**src/rtl/adf4159_hop_pkg.sv**
```systemverilog
// rtl/adf4159_hop_pkg.sv - shared widths and FSM states for the adf4159 hop scheduler
package adf4159_hop_pkg;

    localparam int INT_W   = 12;
    localparam int FRAC_W  = 25;
    localparam int ENTRY_W = INT_W + FRAC_W;

    typedef enum logic [3:0] {
        INIT,
        IDLE,
        PRE_RD,
        PRE_REQ,
        PRE_WAIT,
        DWELL_WAIT,
        LOAD_REQ,
        LOAD_WAIT,
        NEXT,
        ABORT_DWELL
    } hop_state_t;

endpackage

```
**src/rtl/adf4159_hop_table.sv**
```systemverilog
// rtl/adf4159_hop_table.sv - hop point table, one write port, registered read port
module adf4159_hop_table
    import adf4159_hop_pkg::*;
#(
    parameter int AW = 4
) (
    input  logic               clk,
    input  logic               rst,
    input  logic               i_we,
    input  logic [AW-1:0]      i_waddr,
    input  logic [ENTRY_W-1:0] i_wdata,
    input  logic               i_re,
    input  logic [AW-1:0]      i_raddr,
    output logic [ENTRY_W-1:0] o_rdata
);

    logic [ENTRY_W-1:0] r_mem [0:(1<<AW)-1];
    logic [ENTRY_W-1:0] r_rdata;

    always_ff @(posedge clk) begin
        if (i_we) begin
            r_mem[i_waddr] <= i_wdata;
        end
    end

    // Read register only updates on i_re, so it doubles as the held adf_ints/adf_fracs value.
    always_ff @(posedge clk) begin
        if (!rst) begin
            r_rdata <= '0;
        end else if (i_re) begin
            r_rdata <= r_mem[i_raddr];
        end
    end

    assign o_rdata = r_rdata;

endmodule

```
**src/rtl/adf4159_hop_sched.sv**
```systemverilog
// rtl/adf4159_hop_sched.sv - adf4159 frequency-hop scheduler; HOP_EXT_TRIG_EN adds the hop_trig input
module adf4159_hop_sched
    import adf4159_hop_pkg::*;
#(
    parameter int AW = 4,
    parameter int DW = 24
) (
    input  logic              clk,
    input  logic              rst,
    input  logic              cfg_we,
    input  logic [AW-1:0]     cfg_addr,
    input  logic [INT_W-1:0]  cfg_ints,
    input  logic [FRAC_W-1:0] cfg_fracs,
    input  logic [AW-1:0]     last_index,
    input  logic [DW-1:0]     dwell,
    input  logic              continuous,
    input  logic              start,
    input  logic              stop,
`ifdef HOP_EXT_TRIG_EN
    input  logic              hop_trig,
`endif
    input  logic              adf_busy,
    output logic              adf_pre_load,
    output logic              adf_load,
    output logic [INT_W-1:0]  adf_ints,
    output logic [FRAC_W-1:0] adf_fracs,
    output logic              busy,
    output logic              hop_strobe,
    output logic [AW-1:0]     hop_index,
    output logic              done,
    output logic              overrun
);

    hop_state_t         r_state, w_state_next;
    logic [AW-1:0]      r_idx, r_last, r_hop_index;
    logic               r_cont, r_first, r_stop_pend, r_overrun, r_busy, r_hop_strobe, r_done;
    logic               w_go, w_hop, w_fin, w_expired, w_abort_ok, w_in_pre, w_rd_en;
    logic [ENTRY_W-1:0] w_rd_data;

    assign w_rd_en  = (r_state == PRE_RD);
    assign w_in_pre = (r_state == PRE_RD) || (r_state == PRE_REQ) || (r_state == PRE_WAIT);

    adf4159_hop_table #(.AW(AW)) u_table (
        .clk     (clk),
        .rst     (rst),
        .i_we    (cfg_we),
        .i_waddr (cfg_addr),
        .i_wdata ({cfg_ints, cfg_fracs}),
        .i_re    (w_rd_en),
        .i_raddr (r_idx),
        .o_rdata (w_rd_data)
    );

`ifdef HOP_EXT_TRIG_EN
    logic r_trig;

    always_ff @(posedge clk) begin
        if (!rst) begin
            r_trig <= 1'b0;
        end else if (w_hop || w_go) begin
            r_trig <= 1'b0;
        end else if (hop_trig && w_in_pre && !r_first) begin
            r_trig <= 1'b1;
        end
    end

    assign w_expired  = hop_trig | r_trig;
    assign w_abort_ok = 1'b1;
`else
    logic [DW-1:0] r_dwell, r_cnt;

    always_ff @(posedge clk) begin
        if (!rst) begin
            r_dwell <= '0;
            r_cnt   <= '0;
        end else begin
            if (w_go) begin
                r_dwell <= dwell;
            end
            if (w_hop) begin
                r_cnt <= (r_dwell == '0) ? DW'(1) : r_dwell;
            end else if (r_cnt != '0) begin
                r_cnt <= r_cnt - 1'b1;
            end
        end
    end

    // Expiry means the count hits 0 on this edge, so a dwell of N ends N cycles after the hop.
    assign w_expired  = (r_cnt <= DW'(1));
    assign w_abort_ok = w_expired;
`endif

    always_comb begin
        w_state_next = r_state;
        w_go         = 1'b0;
        w_hop        = 1'b0;
        w_fin        = 1'b0;
        case (r_state)
            INIT:        if (!adf_busy) w_state_next = IDLE;
            IDLE: begin
                if (start && !stop) begin
                    w_go         = 1'b1;
                    w_state_next = PRE_RD;
                end
            end
            PRE_RD:      w_state_next = PRE_REQ;
            PRE_REQ:     if (adf_busy) w_state_next = PRE_WAIT;
            PRE_WAIT: begin
                if (!adf_busy) begin
                    w_state_next = (r_first || w_expired) ? LOAD_REQ : DWELL_WAIT;
                end
            end
            DWELL_WAIT:  if (w_expired) w_state_next = LOAD_REQ;
            LOAD_REQ:    if (adf_busy) w_state_next = LOAD_WAIT;
            LOAD_WAIT: begin
                if (!adf_busy) begin
                    w_hop        = 1'b1;
                    w_state_next = NEXT;
                end
            end
            NEXT: begin
                if (r_stop_pend || ((r_idx == r_last) && !r_cont)) begin
                    w_state_next = ABORT_DWELL;
                end else begin
                    w_state_next = PRE_RD;
                end
            end
            ABORT_DWELL: begin
                if (w_abort_ok) begin
                    w_fin        = 1'b1;
                    w_state_next = IDLE;
                end
            end
            default:     w_state_next = INIT;
        endcase
    end

    always_ff @(posedge clk) begin
        if (!rst) begin
            r_state      <= INIT;
            r_idx        <= '0;
            r_last       <= '0;
            r_cont       <= 1'b0;
            r_first      <= 1'b0;
            r_stop_pend  <= 1'b0;
            r_overrun    <= 1'b0;
            r_busy       <= 1'b0;
            r_hop_strobe <= 1'b0;
            r_hop_index  <= '0;
            r_done       <= 1'b0;
        end else begin
            r_state      <= w_state_next;
            r_busy       <= (w_state_next != IDLE);
            r_hop_strobe <= w_hop;
            r_done       <= w_fin;
            if (w_go) begin
                r_last      <= last_index;
                r_cont      <= continuous;
                r_idx       <= '0;
                r_first     <= 1'b1;
                r_overrun   <= 1'b0;
                r_stop_pend <= 1'b0;
            end else begin
                if (w_fin) begin
                    r_stop_pend <= 1'b0;
                end else if (stop && (r_state != IDLE) && (r_state != INIT)) begin
                    r_stop_pend <= 1'b1;
                end
                if (w_expired && w_in_pre && !r_first) begin
                    r_overrun <= 1'b1;
                end
                if (w_hop) begin
                    r_hop_index <= r_idx;
                    r_first     <= 1'b0;
                end
                if ((r_state == NEXT) && (w_state_next == PRE_RD)) begin
                    r_idx <= (r_idx == r_last) ? '0 : r_idx + 1'b1;
                end
            end
        end
    end

    assign adf_pre_load = (r_state == PRE_REQ);
    assign adf_load     = (r_state == LOAD_REQ);
    assign adf_ints     = w_rd_data[ENTRY_W-1:FRAC_W];
    assign adf_fracs    = w_rd_data[FRAC_W-1:0];
    assign busy         = r_busy;
    assign hop_strobe   = r_hop_strobe;
    assign hop_index    = r_hop_index;
    assign done         = r_done;
    assign overrun      = r_overrun;

endmodule

```
**config.mk**
```make
export PLATFORM = sky130hd
export DESIGN_NAME = adf4159_hop_sched
export DESIGN_NICKNAME = d
export VERILOG_FILES = /design/src/rtl/adf4159_hop_pkg.sv /design/src/rtl/adf4159_hop_table.sv /design/src/rtl/adf4159_hop_sched.sv
export SDC_FILE = /design/constraint.sdc
export NUM_CORES = 1
export LEC_CHECK = 0
export CORE_MARGIN = 8
export CORE_UTILIZATION = 46
export CTS_CLUSTER_SIZE = 20
export DETAILED_ROUTE_END_ITERATION = 8
export GPL_ROUTABILITY_DRIVEN = 0
export GPL_TIMING_DRIVEN = 0
export MAX_ROUTING_LAYER = met4
export PLACE_DENSITY = 0.74
export SYNTH_ARGS = -nofsm -noshare
export SYNTH_HDL_FRONTEND = slang
export SYNTH_SLANG_ARGS = --single-unit
```
**constraint.sdc**
```tcl
create_clock -name clk -period 10.57 [get_ports clk]
set_input_delay 2.114 -clock clk [delete_from_list [all_inputs] [get_ports clk]]
set_output_delay 2.114 -clock clk [all_outputs]
set_load 0.02 [all_outputs]
```
==> impl_metrics.json, run 1 <==
{
  "status": "complete, no violations",
  "syn-num-nets": 1551,
  "fin_crit_sh": 0.420,
  "finalSetupTns_ns": 0,
  "hold_end": "u_table.o_rdata[12]",
  "grt_overflow_total": 0,
  "finalMaxSlewViolations": 0,
  "async_reset_ff_frac": 0,
  "drv_cap": 0,
  "drt_iter0_markers": 1550,
  "fin_cells": 2520,
  "syn_area_sq_um": 26900,
  "vias_per_cell": 5.85,
  "start_kind": "register",
  "reg2reg_to": "u_table.o_rdata[35]",
  "cts_tree": "built",
  "dp.cells": 2388,
  "drt-pass1-iter-count": 5,
  "pwr-share-seq": 0.499,
  "rr_worst_depth": 8,
  "clock.fmax_mhz": 225,
  "antenna_left": 0,
  "worst_skew_pair.late_latency_ns": 0.63,
  "cts_hold_buf": 0,
  "hold_ws_ns": 0.468,
  "finalHoldViolations": 0,
  "dieArea_sq_um": 66500,
  "slew_headroom": 0.156,
  "core_area_sq_um": 57800,
  "num_rows": 88,
  "drc": 0,
  "final_layout_size_suffix_gt1_frac": 0.192,
  "swShare": 0.232,
  "place_hpwl_mm": 40.5,
  "layout_common_cells": "edfxtp_1, mux4_2, clkdlybuf4s50_1, dfxtp_1, a21oi_1",
  "post-cts-setup-buffers": 0,
  "area_delta_synth_final_pct": 19.3,
  "power-per-cell-area_nw_per_um2": 197,
  "setup_violations": 0,
  "r2r_setup_slack_ns": 7.70,
  "clkPwrFrac": 0.411,
  "ys_ff_latch": 700,
  "grt_max_degree": 25,
  "avgRoutedWirePerCell_um": 25.1,
  "final_critical_path_setup_slack_ns": 6.13,
  "htreeDepth": 3,
  "arrival_ns": 2.32,
  "portBuffers": 121,
  "synth_cell_types": 61,
  "rsz0062_at_grt": "no",
  "hold_class": "reg -> reg",
  "synthFlopType": "edfxtp_1",
  "fillCellCount": 4294,
  "postSynthCellCount": 1472,
  "layout_commonest_cell": "edfxtp_1",
  "cts.reportedPaths.clkPinSlew_ns": 0.06,
  "grt_pass1_vias": 15142,
  "fin_skew_ns": 0.0298,
  "cts_sinks": 700,
  "required_ns": 8.46,
  "cts_buffers": 70,
  "tightest_slew_ns": 1.26,
  "critPathCaptureType": "output pin",
  "r2r-start": "r_idx[1]",
  "antenna_found_initial": 3,
  "postLayoutCoreUtil": 0.555,
  "layout.nets": 1774,
  "min-delay-start": "u_table.o_rdata[12]",
  "clockBufferDepth": 3,
  "multi_input_area_sq_um": 6720,
  "avgSynthCellArea_sq_um": 18.3,
  "synth_edf_count": 592,
  "ctsResizeCount": 0,
  "leakage_uw": 0.00985,
  "hold_path_depth": 2,
  "wl_mm": 63.3,
  "ff_latch_area_sq_um": 19900,
  "root_buffer": "clkbuf_16",
  "ir_drop_v": 0.000182,
  "p_comb_frac": 0.089,
  "yosysWarnings": 0,
  "io_pins": 123,
  "via_count": 14742,
  "track_usage": 0.193,
  "pre_cts_ws_ns": 5.81,
  "start_util": 0.465,
  "die_w_um": 258,
  "p_int_uw": 4850,
  "crit_fanout": 10,
  "path_class": "reg -> out",
  "yosysSeqAreaShare": 0.741,
  "min_period_ns": 4.44,
  "dieHeight_um": 258,
  "grt_pass1_wl_mm": 94.5,
  "p_switching_uw": 1470
}
[metrics by stage]
step	power, uW	area, sq um
finish	6320	32100
global route	6520	32100
CTS	6360	32100
detailed placement	3770	29600
global placement	3740	29100
floorplan	3580	26900
[power groups by stage]
stage	clock, uW	combinational [uW]	sequential (uW)
after floorplan	0	373	3200
after global placement	0	535	3210
after detailed placement	0	561	3210
after CTS	2640	565	3150
after global routing	2740	617	3160
final	2600	565	3160
[Yosys cell counts, types with 2 or more instances]
cell type  instances  share of area
nand2b_1           6         0.0014
o32ai_1            2        0.00065
nand4_1            7         0.0016
o211ai_1           5         0.0014
o21ai_0           51         0.0095
dfxtp_1          108          0.080
nor2b_1            2        0.00047
and4_1             2        0.00065
nand3b_1           8         0.0022
inv_1              7        0.00098
buf_1              8         0.0011
xor2_1             8         0.0026
mux4_2           148           0.12
nor3b_1            4         0.0011
nor4b_1            2        0.00065
a21oi_1           92          0.017
o22ai_1            2        0.00047
a21oi_2            2        0.00065
nand3_1           16         0.0030
nand2_1           87          0.012
a22oi_1            2        0.00056
a31oi_1            4        0.00093
nor4_2             2        0.00093
o31ai_1            3        0.00084
buf_2             21         0.0039
xnor2_1           13         0.0042
nor2_1            76          0.011
or4_1              2        0.00056
a221oi_1           2        0.00065
nor3_4             2         0.0012
or3_1              7         0.0016
or4_4              3         0.0013
ha_1               3         0.0014
mux2i_1           75          0.028
nor3_1            13         0.0024
nor4_1            11         0.0026
o21ai_1            3        0.00056
edfxtp_1         592           0.66
clkbuf_1          49         0.0068
[metal layers]
metal | track usage | part of all wire | vias up
met4 | 0.0533 | 0.020 | 0
met5 | - | 0 | -
met1 | 0.253 | 0.40 | 7582
met3 | 0.0382 | 0.083 | 107
li1 | - | - | 6353
met2 | 0.309 | 0.49 | 700
[state kept, by name, indices dropped and copies added (netlist names)]
register / flops
u_table.r_mem: 592
u_table.o_rdata: 37
r_cnt: 24
r_dwell: 24
hop_index: 4
r_idx: 4
r_last: 4
r_state: 4
busy: 1
done: 1
hop_strobe: 1
overrun: 1
r_cont: 1
r_first: 1
r_stop_pend: 1
[worst max-delay path: stages, from the launching register on]
cell and delay, ns:
dfxtp_1 0.39, clkbuf_1 0.34, nor3b_1 0.33, clkdlybuf4s50_1 0.67
[cells by family (layout without fill, tap and decap cells)]
kind of cell	after synthesis	in the layout	synth area share
compound gates	180	180	0.0377
xor+xnor	21	21	0.00684
fa+ha+maj	3	3	0.00140
buf+inv	85	365	0.0128
flops	700	700	0.741
mux	223	223	0.152
other cells	0	3	0
simple gates	260	260	0.0480
[worst max path at each step]
stage | from | end | slack, ns | depth (start not counted)
3_5_place_dp | rst | u_table.o_rdata[36] | 5.81 | 6
2_1_floorplan | cfg_addr[2] | u_table.r_mem[0][0] | 4.92 | 2
3_3_place_gp | cfg_we | u_table.r_mem[0][7] | 1.59 | 3
5_1_grt | r_state[1] | adf_load | 6.05 | 3
6_report | r_state[1] | adf_load | 6.13 | 3
4_1_cts | r_state[1] | adf_load | 6.11 | 3
[area by class of cell]
cell class                 instances  share of cell area
inverter                           7            0.000819
antenna                            3            0.000234
timing repair buffer             151              0.0525
sequential                       700               0.621
buffer                            78             0.00994
multi-input combinational        687               0.209
tap                              765              0.0298
clock inverter                    42              0.0184
clock buffer                      87              0.0575
(Power assumes the default switching activity.)
==> inputs of run 2 (changes only) <==
==> constraint.sdc (replaced) <==
create_clock -name clk -period 4.3 [get_ports clk]
set_input_delay 0.86 -clock clk [delete_from_list [all_inputs] [get_ports clk]]
set_output_delay 0.86 -clock clk [all_outputs]
set_load 0.02 [all_outputs]
==> run 2 against run 1 <==
  * Combinational power rose by 150%
  * Sequential share of layout area fell by 0.073 points
  * Cell area rose by 0.12%
  * Utilization rose by 0.065 points
  * Clock-buffer cell count rose by 19
  * Flip-flop and latch count did not move
  * Die area did not move
  * Largest cell class unchanged
  * Final cell count barely moved
  * Worst setup slack got worse by 5.0 ns
  * First-iteration DRC count fell by 3.7%
  * Global-route usage barely moved
  * Hold slack got worse by 0.0034 ns
==> impl_metrics.json, run 2 (same netlist as run 1, synthesis figures left out) <==
{
  "leakage_uw": 0.00987,
  "worst_skew_pair.late_latency_ns": 0.63,
  "drt_iter0_markers": 1492,
  "crit_chain": "clkbuf_1 -> nor3b_1 -> clkdlybuf4s50_1",
  "drv_cap": 0,
  "grt_pass1_wl_mm": 94.7,
  "status": "complete, no violations",
  "post-cts-setup-buffers": 0,
  "slowest_stage": "clkdlybuf4s50_1",
  "grt_max_degree": 25,
  "cts_sinks": 700,
  "r2r_setup_slack_ns": 1.44,
  "antenna_found_initial": 3,
  "largest_reg_flops": 592,
  "place_hpwl_mm": 39.9,
  "start_util": 0.465,
  "p_switching_uw": 3610,
  "fin_crit_sh": 0.747,
  "power-per-cell-area_nw_per_um2": 479,
  "root_buffer": "clkbuf_16",
  "layout.nets": 1775,
  "htreeDepth": 3,
  "wl_mm": 63.0,
  "path_class": "reg -> out",
  "max_stage_delay_ns": 0.68,
  "dieHeight_um": 258,
  "num_rows": 88,
  "critPathCaptureType": "output pin",
  "min_period_ns": 3.21,
  "via_count": 14806,
  "required_ns": 3.44,
  "io_pins": 123,
  "fillCellCount": 4319,
  "area_delta_synth_final_pct": 19.5,
  "ctsResizeCount": 0,
  "p_int_uw": 11800,
  "hold_class": "reg -> reg",
  "clock.fmax_mhz": 311,
  "grt_pass1_vias": 15304,
  "hold_path_depth": 2,
  "reg2reg_to": "u_table.o_rdata[6]",
  "drc": 0,
  "layout_commonest_cell": "edfxtp_1",
  "ir_drop_v": 0.000437,
  "p_comb_frac": 0.092,
  "min-delay-start": "hop_index[1]",
  "setup_violations": 0,
  "layout_common_cells": "edfxtp_1, mux4_2, clkdlybuf4s50_1, dfxtp_1, a21oi_1",
  "tightest_slew_ns": 1.21,
  "start_kind": "register",
  "arrival_ns": 2.35,
  "hold_end": "hop_index[1]",
  "pwr-share-seq": 0.505,
  "clkPwrFrac": 0.404,
  "cts_hold_buf": 0,
  "fin_skew_ns": 0.0400,
  "finalMaxSlewViolations": 0,
  "die_w_um": 258,
  "core_area_sq_um": 57800,
  "finalHoldViolations": 0,
  "track_usage": 0.193,
  "crit_fanout": 10,
  "vias_per_cell": 5.87,
  "largest_register": "u_table.r_mem",
  "dieArea_sq_um": 66500,
  "clockBufferDepth": 3,
  "hold_ws_ns": 0.465,
  "cts_tree": "built",
  "portBuffers": 121,
  "r2r-start": "r_idx[1]",
  "cts_buffers": 71,
  "final_layout_size_suffix_gt1_frac": 0.191,
  "swShare": 0.235,
  "finalSetupTns_ns": 0,
  "finalPower_uw": 15400,
  "drt-pass1-iter-count": 7,
  "slew_headroom": 0.189,
  "multi_input_area_sq_um": 6730,
  "rsz0062_at_grt": "no",
  "rr_worst_depth": 8,
  "cts.reportedPaths.clkPinSlew_ns": 0.06,
  "ff_latch_area_sq_um": 19900,
  "grt_overflow_total": 0,
  "antenna_left": 0,
  "startpoint": "r_state[1]",
  "avgRoutedWirePerCell_um": 25.0
}
## run 2: per-layer routing
| layer | part of all wire | up-vias | GRT usage |
|---|---|---|---|
| met3 | 0.080 | 111 | 0.0406 |
| li1 | - | 6354 | - |
| met4 | 0.021 | 0 | 0.0533 |
| met2 | 0.49 | 740 | 0.310 |
| met1 | 0.40 | 7601 | 0.251 |
| met5 | 0 | - | - |
## run 2: stage by stage
step	utilization	setup WS (ns)	area, sq um	std cells
2_1_floorplan	-	0.209	26900	1472
3_3_place_gp	0.503	-3.06	29100	2358
3_5_place_dp	0.515	0.833	29800	2388
4_1_cts	0.556	1.10	32100	2519
5_1_grt	0.556	0.971	32100	2522
6_report	0.556	1.09	32100	2522
## run 2: how the worst max path moves through the flow
stage / endpoint / cells after the start
2_1_floorplan: u_table.r_mem[8][0] / 2
3_3_place_gp: u_table.r_mem[12][14] / 3
3_5_place_dp: u_table.o_rdata[32] / 6
4_1_cts: adf_load / 3
5_1_grt: adf_load / 3
6_report: adf_load / 3
## run 2: critical path: cells and delay by family (launching register included)
family / cells / cell delay [ns]
buffers and inverters: 2 / 1.03
DFF: 1 / 0.39
and+or+nand+nor: 1 / 0.34
## run 2: cell type report
class | instances | area share
plain buffers | 78 | 0.00993
inverters | 7 | 0.000818
well taps | 765 | 0.0298
diodes | 3 | 0.000234
repair buffers | 151 | 0.0557
clock inverters | 25 | 0.0107
clock buffers | 106 | 0.0629
flip-flops and latches | 700 | 0.621
multi-input cells | 687 | 0.209
## run 2: power groups by stage
stage | Sequential, uW | Clock [uW] | Combinational, uW
after floorplan | 7870 | 0 | 918
after global placement | 7880 | 0 | 1320
after detailed placement | 7890 | 0 | 1390
after CTS | 7750 | 6280 | 1400
after global routing | 7780 | 6540 | 1530
final | 7760 | 6210 | 1410
